==> config.mk <==
export PLATFORM = sky130hd
export DESIGN_NAME = soc_test_harness
export DESIGN_NICKNAME = d
export VERILOG_FILES = /design/src/rtl/soc_test_harness.sv
export SDC_FILE = /design/constraint.sdc
export NUM_CORES = 1
export LEC_CHECK = 0
export ABC_AREA = 1
export CORE_MARGIN = 2
export CORE_UTILIZATION = 34
export DETAILED_ROUTE_END_ITERATION = 8
export DONT_BUFFER_PORTS = 1
export GPL_TIMING_DRIVEN = 0
export MAX_ROUTING_LAYER = met4
export PLACE_DENSITY = 0.61
export REMOVE_ABC_BUFFERS = 1
export SLEW_MARGIN = 40
export SYNTH_ARGS = -nofsm -noshare
export SYNTH_HDL_FRONTEND = slang
export SYNTH_SLANG_ARGS = --single-unit
==> constraint.sdc <==
create_clock -name clk -period 1.6 [get_ports clk]
set_input_delay 0.32 -clock clk [delete_from_list [all_inputs] [get_ports clk]]
set_output_delay 0.32 -clock clk [all_outputs]
set_load 0.005 [all_outputs]
==> src/rtl/soc_test_harness.sv <==
// soc_test_harness: SoC reset sequencer, run-budget timer and UART pass/fail decoder.
// Define HARNESS_UART_STIM_EN to add an 8N1 stimulus transmitter on soc_uart_in.
module soc_test_harness #(
  parameter int unsigned CLK_FREQ_HZ    = 100_000_000,
  parameter int unsigned BAUD           = 115_200,
  parameter int unsigned RST_CYCLES     = 10,
  parameter int unsigned TIMEOUT_CYCLES = 5_000_000,
  parameter int unsigned CNT_W          = 32,
  parameter logic [7:0]  PASS_CODE      = 8'h50,
  parameter logic [7:0]  FAIL_CODE      = 8'h46,
  parameter int unsigned LED_COUNT      = 4
) (
  input  logic                 clk,
  input  logic                 rst,
  output logic                 soc_rst,
  input  logic [LED_COUNT-1:0] soc_led,
  input  logic                 soc_uart_out,
  output logic                 soc_uart_in,
  input  logic                 stim_valid,
  input  logic [7:0]           stim_data,
  output logic                 stim_ready,
  output logic                 rx_valid,
  output logic [7:0]           rx_data,
  output logic                 frame_err,
  output logic [CNT_W-1:0]     cycle_count,
  output logic [LED_COUNT-1:0] led_snap,
  output logic                 done,
  output logic [1:0]           status
);
  localparam int unsigned DIV  = CLK_FREQ_HZ / BAUD;
  localparam int unsigned HALF = DIV / 2;
  localparam int unsigned BW   = $clog2(DIV + 1);
  localparam int unsigned RW   = $clog2(RST_CYCLES + 1);

  typedef enum logic [2:0] {S_RESET, S_RUN, S_PASS, S_FAIL, S_TIMEOUT} state_t;
  typedef enum logic [2:0] {R_IDLE, R_START, R_DATA, R_STOP, R_WAIT} rx_state_t;

  state_t           state, state_n;
  logic [RW-1:0]    rst_cnt, rst_cnt_n;
  logic [CNT_W-1:0] cycle_n;
  logic             soc_rst_n, done_n;
  logic [1:0]       status_n;

  logic [1:0]       sync;
  logic             rx_line;
  rx_state_t        rx_state, rx_state_n;
  logic [BW-1:0]    rx_cnt, rx_cnt_n;
  logic [2:0]       rx_bit, rx_bit_n;
  logic [7:0]       rx_shift, rx_shift_n;
  logic             rx_good_c, rx_ferr_c;

  assign rx_line = sync[1];

  // Harness state register
  always_ff @(posedge clk or negedge rst) begin
    if (!rst) begin
      state   <= S_RESET;
      rst_cnt <= '0;
    end else begin
      state   <= state_n;
      rst_cnt <= rst_cnt_n;
    end
  end

  // Harness next state; a code byte outranks the timeout in the same cycle
  always_comb begin
    state_n   = state;
    rst_cnt_n = rst_cnt;
    cycle_n   = cycle_count;
    case (state)
      S_RESET: begin
        if (rst_cnt == RW'(RST_CYCLES - 1)) state_n = S_RUN;
        else rst_cnt_n = rst_cnt + RW'(1);
      end
      S_RUN: begin
        if (cycle_count != '1) cycle_n = cycle_count + CNT_W'(1);
        if (rx_good_c && rx_shift == PASS_CODE)              state_n = S_PASS;
        else if (rx_good_c && rx_shift == FAIL_CODE)         state_n = S_FAIL;
        else if (cycle_count == CNT_W'(TIMEOUT_CYCLES - 1))  state_n = S_TIMEOUT;
      end
      default: ;
    endcase
    soc_rst_n = (state_n == S_RESET);
    done_n    = 1'b0;
    status_n  = 2'd0;
    case (state_n)
      S_PASS:    begin done_n = 1'b1; status_n = 2'd1; end
      S_FAIL:    begin done_n = 1'b1; status_n = 2'd2; end
      S_TIMEOUT: begin done_n = 1'b1; status_n = 2'd3; end
      default: ;
    endcase
  end

  // Harness outputs
  always_ff @(posedge clk or negedge rst) begin
    if (!rst) begin
      soc_rst     <= 1'b1;
      cycle_count <= '0;
      led_snap    <= '0;
      done        <= 1'b0;
      status      <= 2'd0;
    end else begin
      soc_rst     <= soc_rst_n;
      cycle_count <= cycle_n;
      done        <= done_n;
      status      <= status_n;
      if (state == S_RUN && state_n != S_RUN) led_snap <= soc_led;
    end
  end

  // RX synchronizer, framer state and outputs
  always_ff @(posedge clk or negedge rst) begin
    if (!rst) begin
      sync      <= 2'b11;
      rx_state  <= R_IDLE;
      rx_cnt    <= '0;
      rx_bit    <= '0;
      rx_shift  <= '0;
      rx_valid  <= 1'b0;
      rx_data   <= '0;
      frame_err <= 1'b0;
    end else begin
      sync      <= {sync[0], soc_uart_out};
      rx_state  <= rx_state_n;
      rx_cnt    <= rx_cnt_n;
      rx_bit    <= rx_bit_n;
      rx_shift  <= rx_shift_n;
      rx_valid  <= rx_good_c;
      frame_err <= rx_ferr_c;
      if (rx_good_c) rx_data <= rx_shift;
    end
  end

  // RX next state: mid-bit sampling, glitch reject on start, wait for idle after stop
  always_comb begin
    rx_state_n = rx_state;
    rx_cnt_n   = rx_cnt + BW'(1);
    rx_bit_n   = rx_bit;
    rx_shift_n = rx_shift;
    rx_good_c  = 1'b0;
    rx_ferr_c  = 1'b0;
    case (rx_state)
      R_IDLE: begin
        rx_cnt_n = '0;
        if (!rx_line) rx_state_n = R_START;
      end
      R_START: begin
        if (rx_cnt == BW'(HALF - 1)) begin
          rx_cnt_n   = '0;
          rx_bit_n   = '0;
          rx_state_n = rx_line ? R_IDLE : R_DATA;
        end
      end
      R_DATA: begin
        if (rx_cnt == BW'(DIV - 1)) begin
          rx_cnt_n   = '0;
          rx_shift_n = {rx_line, rx_shift[7:1]};
          rx_bit_n   = rx_bit + 3'd1;
          if (rx_bit == 3'd7) rx_state_n = R_STOP;
        end
      end
      R_STOP: begin
        if (rx_cnt == BW'(DIV - 1)) begin
          rx_cnt_n   = '0;
          rx_good_c  = rx_line;
          rx_ferr_c  = !rx_line;
          rx_state_n = R_WAIT;
        end
      end
      R_WAIT: begin
        rx_cnt_n = '0;
        if (rx_line) rx_state_n = R_IDLE;
      end
      default: rx_state_n = R_IDLE;
    endcase
  end

`ifdef HARNESS_UART_STIM_EN
  logic          tx_busy, tx_busy_n;
  logic [BW-1:0] tx_cnt, tx_cnt_n;
  logic [3:0]    tx_bit, tx_bit_n;
  logic [9:0]    tx_frame, tx_frame_n;
  logic          tx_line_n, ready_n;

  // TX state and line/ready outputs
  always_ff @(posedge clk or negedge rst) begin
    if (!rst) begin
      tx_busy     <= 1'b0;
      tx_cnt      <= '0;
      tx_bit      <= '0;
      tx_frame    <= '1;
      soc_uart_in <= 1'b1;
      stim_ready  <= 1'b0;
    end else begin
      tx_busy     <= tx_busy_n;
      tx_cnt      <= tx_cnt_n;
      tx_bit      <= tx_bit_n;
      tx_frame    <= tx_frame_n;
      soc_uart_in <= tx_line_n;
      stim_ready  <= ready_n;
    end
  end

  // TX next state: frame bit 0 is always the bit currently on the line
  always_comb begin
    tx_busy_n  = tx_busy;
    tx_cnt_n   = tx_cnt;
    tx_bit_n   = tx_bit;
    tx_frame_n = tx_frame;
    tx_line_n  = soc_uart_in;
    if (!tx_busy) begin
      if (stim_valid && stim_ready) begin
        tx_busy_n  = 1'b1;
        tx_cnt_n   = '0;
        tx_bit_n   = '0;
        tx_frame_n = {1'b1, stim_data, 1'b0};
        tx_line_n  = 1'b0;
      end
    end else if (tx_cnt == BW'(DIV - 1)) begin
      tx_cnt_n = '0;
      if (tx_bit == 4'd9) begin
        tx_busy_n = 1'b0;
        tx_line_n = 1'b1;
      end else begin
        tx_bit_n   = tx_bit + 4'd1;
        tx_frame_n = {1'b1, tx_frame[9:1]};
        tx_line_n  = tx_frame[1];
      end
    end else begin
      tx_cnt_n = tx_cnt + BW'(1);
    end
    ready_n = (state_n == S_RUN) && !tx_busy_n;
  end
`else
  logic unused_stim;
  assign unused_stim = ^{stim_valid, stim_data};
  assign soc_uart_in = 1'b1;
  assign stim_ready  = 1'b0;
`endif

endmodule

# After elaboration in Yosys (flattened, before gate mapping)
# Index checks and enable logic that the tools add are counted.
classes:
  addsub: 4
  multipliers: 0
  n_div: 0
  n_lt_le_gt_ge: 0
  eq_ne: 23
  shift: 0
  mux: 25
  n_bitwise: 1
  n_reduce_logical: 16
ops:
  columns: ["cell", "count"]
  rows:
  - ["3-bit two-way mux", 12]
  - ["32-bit by 1-bit adder with 32-bit output, second input constant", 1]
  - ["32-bit by 23-bit equality test with 1-bit output, second input constant", 1]
  - ["32-bit inequality test, second input constant", 1]
  - ["10-bit one-hot mux with 3 select lines", 1]
  - ["10-bit two-way mux", 2]
  - ["8-bit by 7-bit equality test with 1-bit output, second input constant", 2]
  - ["3-bit one-hot mux with 5 select lines", 1]
  - ["3-bit by 2-bit equality test with 1-bit output, second input constant", 4]
  - ["2-bit inequality test, second input constant", 6]
  - ["3-bit one-hot mux with 2 select lines", 2]
  - ["10-bit by 1-bit adder with 10-bit output, second input constant", 1]
  - ["10-bit equality test, second input constant", 1]
  - ["10-bit by 9-bit equality test with 1-bit output, second input constant", 1]
  - ["3-bit equality test, second input constant", 3]
  - ["3-bit logical NOT", 3]
  - ["3-bit by 1-bit equality test with 1-bit output, second input constant", 2]
  - ["2-bit one-hot mux with 3 select lines", 1]
  - ["2-bit AND reduction", 3]
  - ["6-bit AND reduction", 1]
  - ["1-bit two-way mux", 5]
  - ["4-bit by 1-bit adder with 4-bit output, second input constant", 1]
  - ["4-bit equality test, second input constant", 1]
  - ["2-bit OR reduction", 2]
  - ["other kinds (9)", 11]
word_totals:
  ff_bits: 83
  latch_bits: 0
  ramBits: 0
  romBits: 0
  in_bits: 16
  output_inout_bits: 52
  word_cells: 84
  n_memories: 0

# Longest topological paths before layout
# Gate-level depths: netlist of run 1.
depth:
  ltp_word: 10
  ltp_mapped: 14
  ltp_nobuf: 14

# Least setup slack after synthesis of run 1
# Ideal clock, no wire load.
synth_timing:
  path_type: "flip-flop to flip-flop"
  start: "register cycle_count[0]"
  end: "register cycle_count[30]"
  setup_time_ps: 125
  t_arrival_ps: 1588
  t_required_ps: 1475
  setup_slack_ps: -114
  path_stages_with_launch: 10
  n_path_buf: 0
  period_less_slack_ps: 1714
  cell_sequence: "dfrtp_1 > ha_1 > nand3_1 > nor2_1 > nand4_1 > nor2_2 > nand3_1 > nor2_2 > nand3_1 > xnor2_1"
synth_via:
  elab_chain_cells: 2
  elab_cells_between_ends: 3
  cone_classes: "add/sub (1); eq/ne (1); reduce/logical (1)"
synth_lines:
  columns: ["element", "line", "rtl"]
  rows:
  - ["start: declaration", "25", "output logic [CNT_W-1:0] cycle_count,"]
  - ["start signal: assignment", "104", "cycle_count <= cycle_n;"]
  - ["branches (longest 2 deep; another with 32-bit by 1-bit adder with 32-bit output)", null, null]
# Parallel ways; which one is timed is not known.
# A chain may end at the register's enable or synchronous reset.

# Worst setup path in the final report of run 1
# Ends and elaborated chain as after synthesis.

==> run summary, run 1 <==
### Placed design
• RD Place Congestion: 0.818
• post-detailed-placement cell area: 4380 um2
• half-perimeter wire length after detailed placement: 6460 um
• dpl cells: 669
• count of input and output buffers: 0

### STA
• number of endpoints failing setup at the final stage: 51
• Hold Violations, Final: 83
• RSZ-0062 raised after global routing: true
• Tcrit/Tclk final: 109%
• pins over their slew limit: 0
• worst clock skew: 0.00449 ns
• clock period minus final worst setup slack: 1.75 ns
• highest clock rate: 573 MHz
• fin worst setup slack: -0.146 ns
• setup total negative slack: -4.12 ns
• tightest hold margin: -0.327 ns

### Floorplan
• DIE AREA: 13300 um2
• Core Area: 12100 um2
• Die Wd: 115 um
• ports placed on the boundary: 68
• row count: 40
• initial standard-cell utilization of the core: 35.0%
• DIE HEIGHT: 115 um

### Routing
• Iter 0 DRT Violations: 175
• number of nets still failing antenna checks after routing: 0
• routed vias/inst: 4.80
• via count: 3458
• Wirelength per Cell: 14.3 um
• # DRC: 0
• drt total wl: 10300 um
• Initial DRT Pass Iterations: 6

### Critical path
• critical path cell sequence: ha_4 -> nand3_4 -> nor2_4 -> nand4_1 -> nor2_2 -> nand3_2 -> nor2_4 -> nand3_2 -> xnor2_1
• data arrival time of the critical path: 1.97 ns
• kind of cell adding the most delay to the critical path: simple AND/OR/NAND/NOR gates
• data required time of the worst path: 1.82 ns
• CP bufs+invs: 0
• kind of launch point of the worst setup path: flop
• slowest CP cell: sky130_fd_sc_hd__dfrtp_2
• maximum cell stage delay along the critical path: 0.43 ns
• classification of the worst setup path: flop to flop
• endpoint kind of the worst setup timing path: flop
• Max FO, Critical Path: 4
• flop2flop setup slack: -0.15 ns

### Global routing
• all-layer global routing usage: 16.5%
• GRT overflow: 0
• vias in the first global route: 3526
• wire length of the first global-routing pass: 16900 um
• pin count of the biggest net entering global routing: 84
• number of antenna violations at the first check in global routing: 0

### Synth
• area share of the largest cell type after synthesis: 47.5%
• synthesized instance count: 508
• top-count cell post-synth: sky130_fd_sc_hd__nand2_1
• number of enable flip-flop cells after synthesis: 0
• async set or reset register ratio after synthesis: 100%
• Synth top cells by count: sky130_fd_sc_hd__nand2_1 (115), sky130_fd_sc_hd__dfrtp_1 (80), sky130_fd_sc_hd__nor2_1 (71)
• summed instance area of the synthesized netlist: 4220 um2
• register area share after synthesis: 49.3%
• mean area per synthesized cell: 8.30 um2
• flip-flop and latch count after synthesis: 83
• distinct cell type count after synthesis: 39
• biggest area consumer among synthesized cells: sky130_fd_sc_hd__dfrtp_1
• dominant cells by area after synthesis: sky130_fd_sc_hd__dfrtp_1 (47%), sky130_fd_sc_hd__nand2_1 (10%), sky130_fd_sc_hd__nor2_1 (6.3%)
• most used flip-flop cell after synthesis: sky130_fd_sc_hd__dfrtp_1
• Synth warnings: 0

### Status
• violations in the final reports: negative hold slack, negative setup slack
• result of the run: complete, but fails checks

### Power
• P_leak: 2.59 nW
• Combinational Power Share: 0.1%
• net switching power of the design: 840 uW
• power per unit of standard cell area: 784 nW/um2
• switching power as a share of total power: 19.1%
• Overall Power: 4.40 mW
• clock power share: 52.0%
• Peak VDD IR: 0.000539 V
• internal power: 3.56 mW
• sequential group share of total power: 47.9%

### Clock network
• clock-pin slew on the worst setup and hold paths: 0.06 ns
• Clock Sink Count: 83
• maximum clock path buffer count: 2
• Clock Tree Root: sky130_fd_sc_hd__clkbuf_16
• Skew-Pair Late Insertion Delay: 0.34 ns
• TritonCTS clock tree: built
• Inserted Clock Buffers: 9
• CTS HTree Levels: 3
• number of hold buffers added after CTS: 1

### Finish
• Filler Cells Inserted: 1144
• count of nets after finishing: 571
• area added between synthesis and finish: 33.0%
• proportion of layout cells with a drive suffix above 1: 34.4%
• area of all sequential standard cells: 2110 um2
• multi-input gate area in the final layout: 2340 um2
• area of all placed cells without fillers: 5610 um2
• number of diodes: 0
• non-filler cells in the finished layout: 721

### Worst hold path
• worst hold-check path type: input port to async pin

### Run
• maxcap violations: 0

[final cells by class]
cell class                 instances  area share (%)
multi-input combinational        353            41.7
sequential                        83            37.6
timing repair buffer              34            6.27
inverter                          66            4.73
clock buffer                      12            4.57
tap                              168            3.75
clock inverter                     4            1.29
timing repair inverter             1           0.156
[layout by cell type, fill, tap and decap left out, types with 7 or more instances in the layout]
cell type / count
sky130_fd_sc_hd__nand2_4: 9
sky130_fd_sc_hd__inv_2: 11
sky130_fd_sc_hd__o21ai_0: 17
sky130_fd_sc_hd__nand4_1: 11
sky130_fd_sc_hd__nand3_2: 10
sky130_fd_sc_hd__o21ai_1: 9
sky130_fd_sc_hd__nand2_1: 89
sky130_fd_sc_hd__o21ai_2: 7
sky130_fd_sc_hd__nor2_2: 11
sky130_fd_sc_hd__xnor2_1: 9
sky130_fd_sc_hd__inv_1: 52
sky130_fd_sc_hd__clkbuf_16: 11
sky130_fd_sc_hd__dfrtp_1: 59
sky130_fd_sc_hd__dfrtp_2: 21
sky130_fd_sc_hd__buf_4: 21
sky130_fd_sc_hd__nand3_1: 13
sky130_fd_sc_hd__nand2_2: 23
sky130_fd_sc_hd__buf_6: 7
sky130_fd_sc_hd__nor2_1: 51
sky130_fd_sc_hd__nor2_4: 14
sky130_fd_sc_hd__xor2_1: 23
[sequential cells by signal, indices dropped and copies added (netlist names)]
| name | count |
|---|---|
| frame_err | 1 |
| cycle_count | 32 |
| rx_shift | 8 |
| rx_bit | 3 |
| rx_valid | 1 |
| status | 2 |
| soc_rst | 1 |
| state | 3 |
| sync | 2 |
| rx_state | 3 |
| rx_cnt | 10 |
| rst_cnt | 4 |
| led_snap | 4 |
| done | 1 |
| rx_data | 8 |
[worst register-to-register path, delay by kind of cell, from the launching register on]
family / cells / cell delay, ns
AND/OR/NAND/NOR: 7 / 0.91
flip-flops: 1 / 0.43
adder cells (fa/ha/maj): 1 / 0.16
XOR/XNOR: 1 / 0.13
[path summary, 6_finish.rpt]
kind	to	startpoint	cells past startpoint
max	cycle_count[30]	cycle_count[0]	9
max reg2reg	cycle_count[30]	cycle_count[0]	9
min	rx_data[7]	rst	0
max in group asynchronous	soc_rst	rst	0
min in group clk	led_snap[0]	soc_led[0]	2
min reg2reg	sync[1]	sync[0]	0
[layer usage]
layer  GRT usage [%]  part of all wire [%]
met5               -                     0
met4            4.10                   1.0
met3            6.48                   6.6
met2            27.6                    52
met1            18.4                    40
[kinds of logic (layout without fill, tap and decap cells)]
logic type      count (synthesis)  count (layout)  synth area share, %
simple gates                  260             261                 27.9
flops                          83              83                 49.3
buf+inv                        73             117                 7.12
compound gates                 49              49                 6.38
xor+xnor                       34              34                 7.06
fa+ha+maj                       7               7                 2.08
other cells                     2               2                0.178
[power by group through the flow]
stage | Sequential [mW] | Clock [mW] | Combinational (mW)
after floorplan | 2.14 | 0 | 0.00264
after global placement | 2.14 | 0 | 0.00284
after detailed placement | 2.14 | 0 | 0.00295
after CTS | 2.11 | 2.32 | 0.00554
after global routing | 2.11 | 2.42 | 0.00653
final | 2.11 | 2.28 | 0.00557
[repair_timing]
| item | in CTS | in global routing |
|---|---|---|
| setup buffers | 24 | 7 |
| cloned | 2 | 3 |
| hold endpoints to repair | 84 | 83 |
| resized for setup | 98 | 75 |
| endpoints found under the setup margin | 64 | 66 |
| pin swaps | 23 | 16 |
[metrics by stage]
step | utilization [%] | setup WS [ns]
2_1_floorplan | - | -0.114
3_3_place_gp | 36.3 | -0.487
3_5_place_dp | 36.3 | -0.518
4_1_cts | 43.5 | -0.140
5_1_grt | 46.5 | -0.284
6_report | 46.5 | -0.146
Power figures use the tool's default switching activity.
==> run 2: changes to the inputs <==
--- a/config.mk
+++ b/config.mk
@@ -14,7 +14,7 @@
 export MAX_ROUTING_LAYER = met4
 export PLACE_DENSITY = 0.61
 export REMOVE_ABC_BUFFERS = 1
-export SLEW_MARGIN = 40
+export SLEW_MARGIN = 20
 export SYNTH_ARGS = -nofsm -noshare
 export SYNTH_HDL_FRONTEND = slang
 export SYNTH_SLANG_ARGS = --single-unit
==> results of run 2 <==
The final DEF is identical to that of run 1; final timing and power are the same.
==> run 3: changes to the inputs <==
--- a/config.mk
+++ b/config.mk
@@ -6,15 +6,14 @@
 export NUM_CORES = 1
 export LEC_CHECK = 0
 export ABC_AREA = 1
+export CORE_ASPECT_RATIO = 1.25
 export CORE_MARGIN = 2
 export CORE_UTILIZATION = 34
 export DETAILED_ROUTE_END_ITERATION = 8
 export DONT_BUFFER_PORTS = 1
 export GPL_TIMING_DRIVEN = 0
 export MAX_ROUTING_LAYER = met4
-export PLACE_DENSITY = 0.61
 export REMOVE_ABC_BUFFERS = 1
-export SLEW_MARGIN = 20
 export SYNTH_ARGS = -nofsm -noshare
 export SYNTH_HDL_FRONTEND = slang
 export SYNTH_SLANG_ARGS = --single-unit
==> run 3 against run 2 <==
The run still ends with negative hold slack, negative setup slack left; via count fell by 1.4%; highest routed layer unchanged; count of clock-buffer cells in the layout rose by 1; core utilization fell by 2.2 points; critical path type unchanged; total power fell by 8.1%; critical path depth rose by 2; first-iteration DRC count fell by 37%; setup slack got worse by 0.020 ns; fmax fell by 1.1%; sequential power barely moved.
==> run summary, run 3 (synthesis gave the netlist of run 1 again) <==
### Status
• result of the run: complete, but fails checks
• violations in the final reports: negative hold slack, negative setup slack

### Routing
• drt total wl: 9770 um, -4.9%
• Initial DRT Pass Iterations: 4, -2
• Iter 0 DRT Violations: 110, -37%
• # DRC: 0, unchanged
• Wirelength per Cell: 13.8 um, -3.3%
• via count: 3408, -1.4%
• number of nets still failing antenna checks after routing: 0, unchanged
• routed vias/inst: 4.81, +0.22%

### Finish
• largest registers: cycle_count x32, rx_cnt x10
• top library cells by usage in the layout, fill and taps aside: sky130_fd_sc_hd__nand2_1 (97), sky130_fd_sc_hd__dfrtp_1 (65), sky130_fd_sc_hd__inv_1 (51)
• Top reg by flops: cycle_count
• most common library cell in the layout ignoring fill and taps: sky130_fd_sc_hd__nand2_1
• area of all placed cells without fillers: 5360 um2, -4.5%
• count of nets after finishing: 563, -1.4%
• number of diodes: 0, unchanged
• non-filler cells in the finished layout: 709, -1.7%
• max FFs per register: 32, unchanged
• area added between synthesis and finish: 27.1%
• proportion of layout cells with a drive suffix above 1: 30.8%, -3.5 points

### Global routing
• vias in the first global route: 3392, -3.8%
• pin count of the biggest net entering global routing: 84, unchanged
• number of antenna violations at the first check in global routing: 0, unchanged
• wire length of the first global-routing pass: 15900 um, -5.7%
• GRT overflow: 0, unchanged
• all-layer global routing usage: 15.3%, -1.2 points

### Placed design
• dpl cells: 665, -0.60%
• post-detailed-placement cell area: 4370 um2, -0.11%
• RD Place Congestion: 0.902, +10%
• half-perimeter wire length after detailed placement: 6440 um, -0.25%
• count of input and output buffers: 0, unchanged

### Floorplan
• DIE HEIGHT: 129 um, +11%
• initial standard-cell utilization of the core: 34.8%, -0.13 points
• ports placed on the boundary: 68, unchanged
• DIE AREA: 13300 um2, about the same
• Core Area: 12100 um2, +0.36%
• row count: 45, +13%
• Die Wd: 104 um, -10%

### Clock network
• CTS HTree Levels: 3, unchanged
• TritonCTS clock tree: built
• Skew-Pair Late Insertion Delay: 0.34 ns, about the same
• number of hold buffers added after CTS: 1, unchanged
• Inserted Clock Buffers: 9, unchanged
• clock-pin slew on the worst setup and hold paths: 0.06 ns, about the same
• Clock Sink Count: 83, unchanged
• maximum clock path buffer count: 2, unchanged
• Clock Tree Root: sky130_fd_sc_hd__clkbuf_16

### Critical path
• data arrival time of the critical path: 2.00 ns, +0.03 ns
• kind of launch point of the worst setup path: flop
• startpoint of the lowest-slack register-to-register path: rx_cnt[0]
• Max FO, Critical Path: 7, +3
• Reg2Reg Depth: 11, +2
• count of cell instances traversed by the critical path: 11, +2
• classification of the worst setup path: flop to flop
• endpoint kind of the worst setup timing path: flop
• kind of cell adding the most delay to the critical path: simple AND/OR/NAND/NOR gates
• data required time of the worst path: 1.83 ns, about the same
• slowest CP cell: sky130_fd_sc_hd__dfrtp_1
• CP bufs+invs: 3, +3
• maximum cell stage delay along the critical path: 0.42 ns, about the same
• critical path cell sequence: buf_6 -> ha_1 -> nand4_1 -> o21ai_2 -> o31ai_4 -> nor2_4 -> inv_4 -> nand2_2 -> nand2_1 -> o21ai_1 -> inv_1
• start point of the critical path: rx_cnt[0]

### Power
• P_leak: 2.39 nW, -7.6%
• Peak VDD IR: 0.000598 V, +11%
• power per unit of standard cell area: 754 nW/um2, -3.8%
• Overall Power: 4.04 mW, -8.1%

### STA
• setup total negative slack: -4.03 ns, +0.0912 ns
• Hold Violations, Final: 83, unchanged
• RSZ-0062 raised after global routing: true
• pins over their slew limit: 0, unchanged
• worst clock skew: 0.0108 ns, +0.00630 ns
• highest clock rate: 566 MHz, -1.1%
• fin worst setup slack: -0.166 ns, -0.0199 ns
• Tcrit/Tclk final: 110%, +1.2 points
• number of endpoints failing setup at the final stage: 51, unchanged
• tightest hold margin: -0.328 ns, -0.000411 ns
• clock period minus final worst setup slack: 1.77 ns, +0.0199 ns

### Run
• maxcap violations: 0, unchanged

### Worst hold path
• worst hold-check path type: input port to async pin

## run 3: cell types whose count changed in the layout (fill, tap and decap cells not counted), sizes merged
cell / previous run / this run
buf: 31 / 26
bufinv: 2 / 0
clkbuf: 14 / 13
clkinv: 2 / 1
clkinvlp: 1 / 2
## run 3: final cells by class
class	instances	area, um2
clock buffer	13	250
clock inverter	3	23.8
fill	1166	6750
inverter	66	263
multi-input combinational	353	2260
sequential	83	2100
tap	164	205
timing repair buffer	27	259
## run 3: timing repair
item                                    in CTS  in global routing
pin swaps                                   22                 33
cloned                                       1                  0
setup buffers                               16                 12
endpoints found under the hold margin       84                 83
gates resized for setup                     78                 74
endpoints found under the setup margin      63                 64
## run 3: per-layer routing
layer  routed length (um)  part of all wire, %  global-route usage, %
met3                  450                  4.6                   4.31
met5                    0                    0                      -
met2                 5220                   53                   26.3
met4                  208                  2.1                   7.07
met1                 3900                   40                   16.6
## run 3: per-stage QoR
step / setup WS [ns] / util (%)
detailed placement: -0.493 / 36.1
finish: -0.166 / 44.3
CTS: -0.147 / 41.8
global route: -0.284 / 44.3
global placement: -0.474 / 36.1
floorplan: -0.114 / -
## run 3: path summary, 6_finish.rpt
check / end / slack, ns
setup reg to reg: rx_cnt[9] / -0.17
setup / recovery: rx_cnt[9] / -0.17
hold / removal: cycle_count[31] / -0.33
max in group asynchronous: sync[1] / 1.72
hold reg to reg: sync[1] / 0.36
min in group clk: led_snap[3] / 0.12
## run 3: worst reg2reg max path, delay by kind of cell, from the launching register on
kind | cells | cell delay [ns]
and+or+nand+nor | 4 | 0.42
buffers and inverters | 3 | 0.26
adders and majority gates | 1 | 0.13
DFF | 1 | 0.42
AOI/OAI and AO/OA | 3 | 0.42
## run 3: power by group
| group | leakage [nW] | switching, mW | internal (mW) |
|---|---|---|---|
| clock network | 0.126 | 0.828 | 1.10 |
| registers | 1.06 | 0.00263 | 2.10 |
| logic | 1.21 | 0.00338 | 0.00246 |
| total | 2.39 | 0.834 | 3.21 |
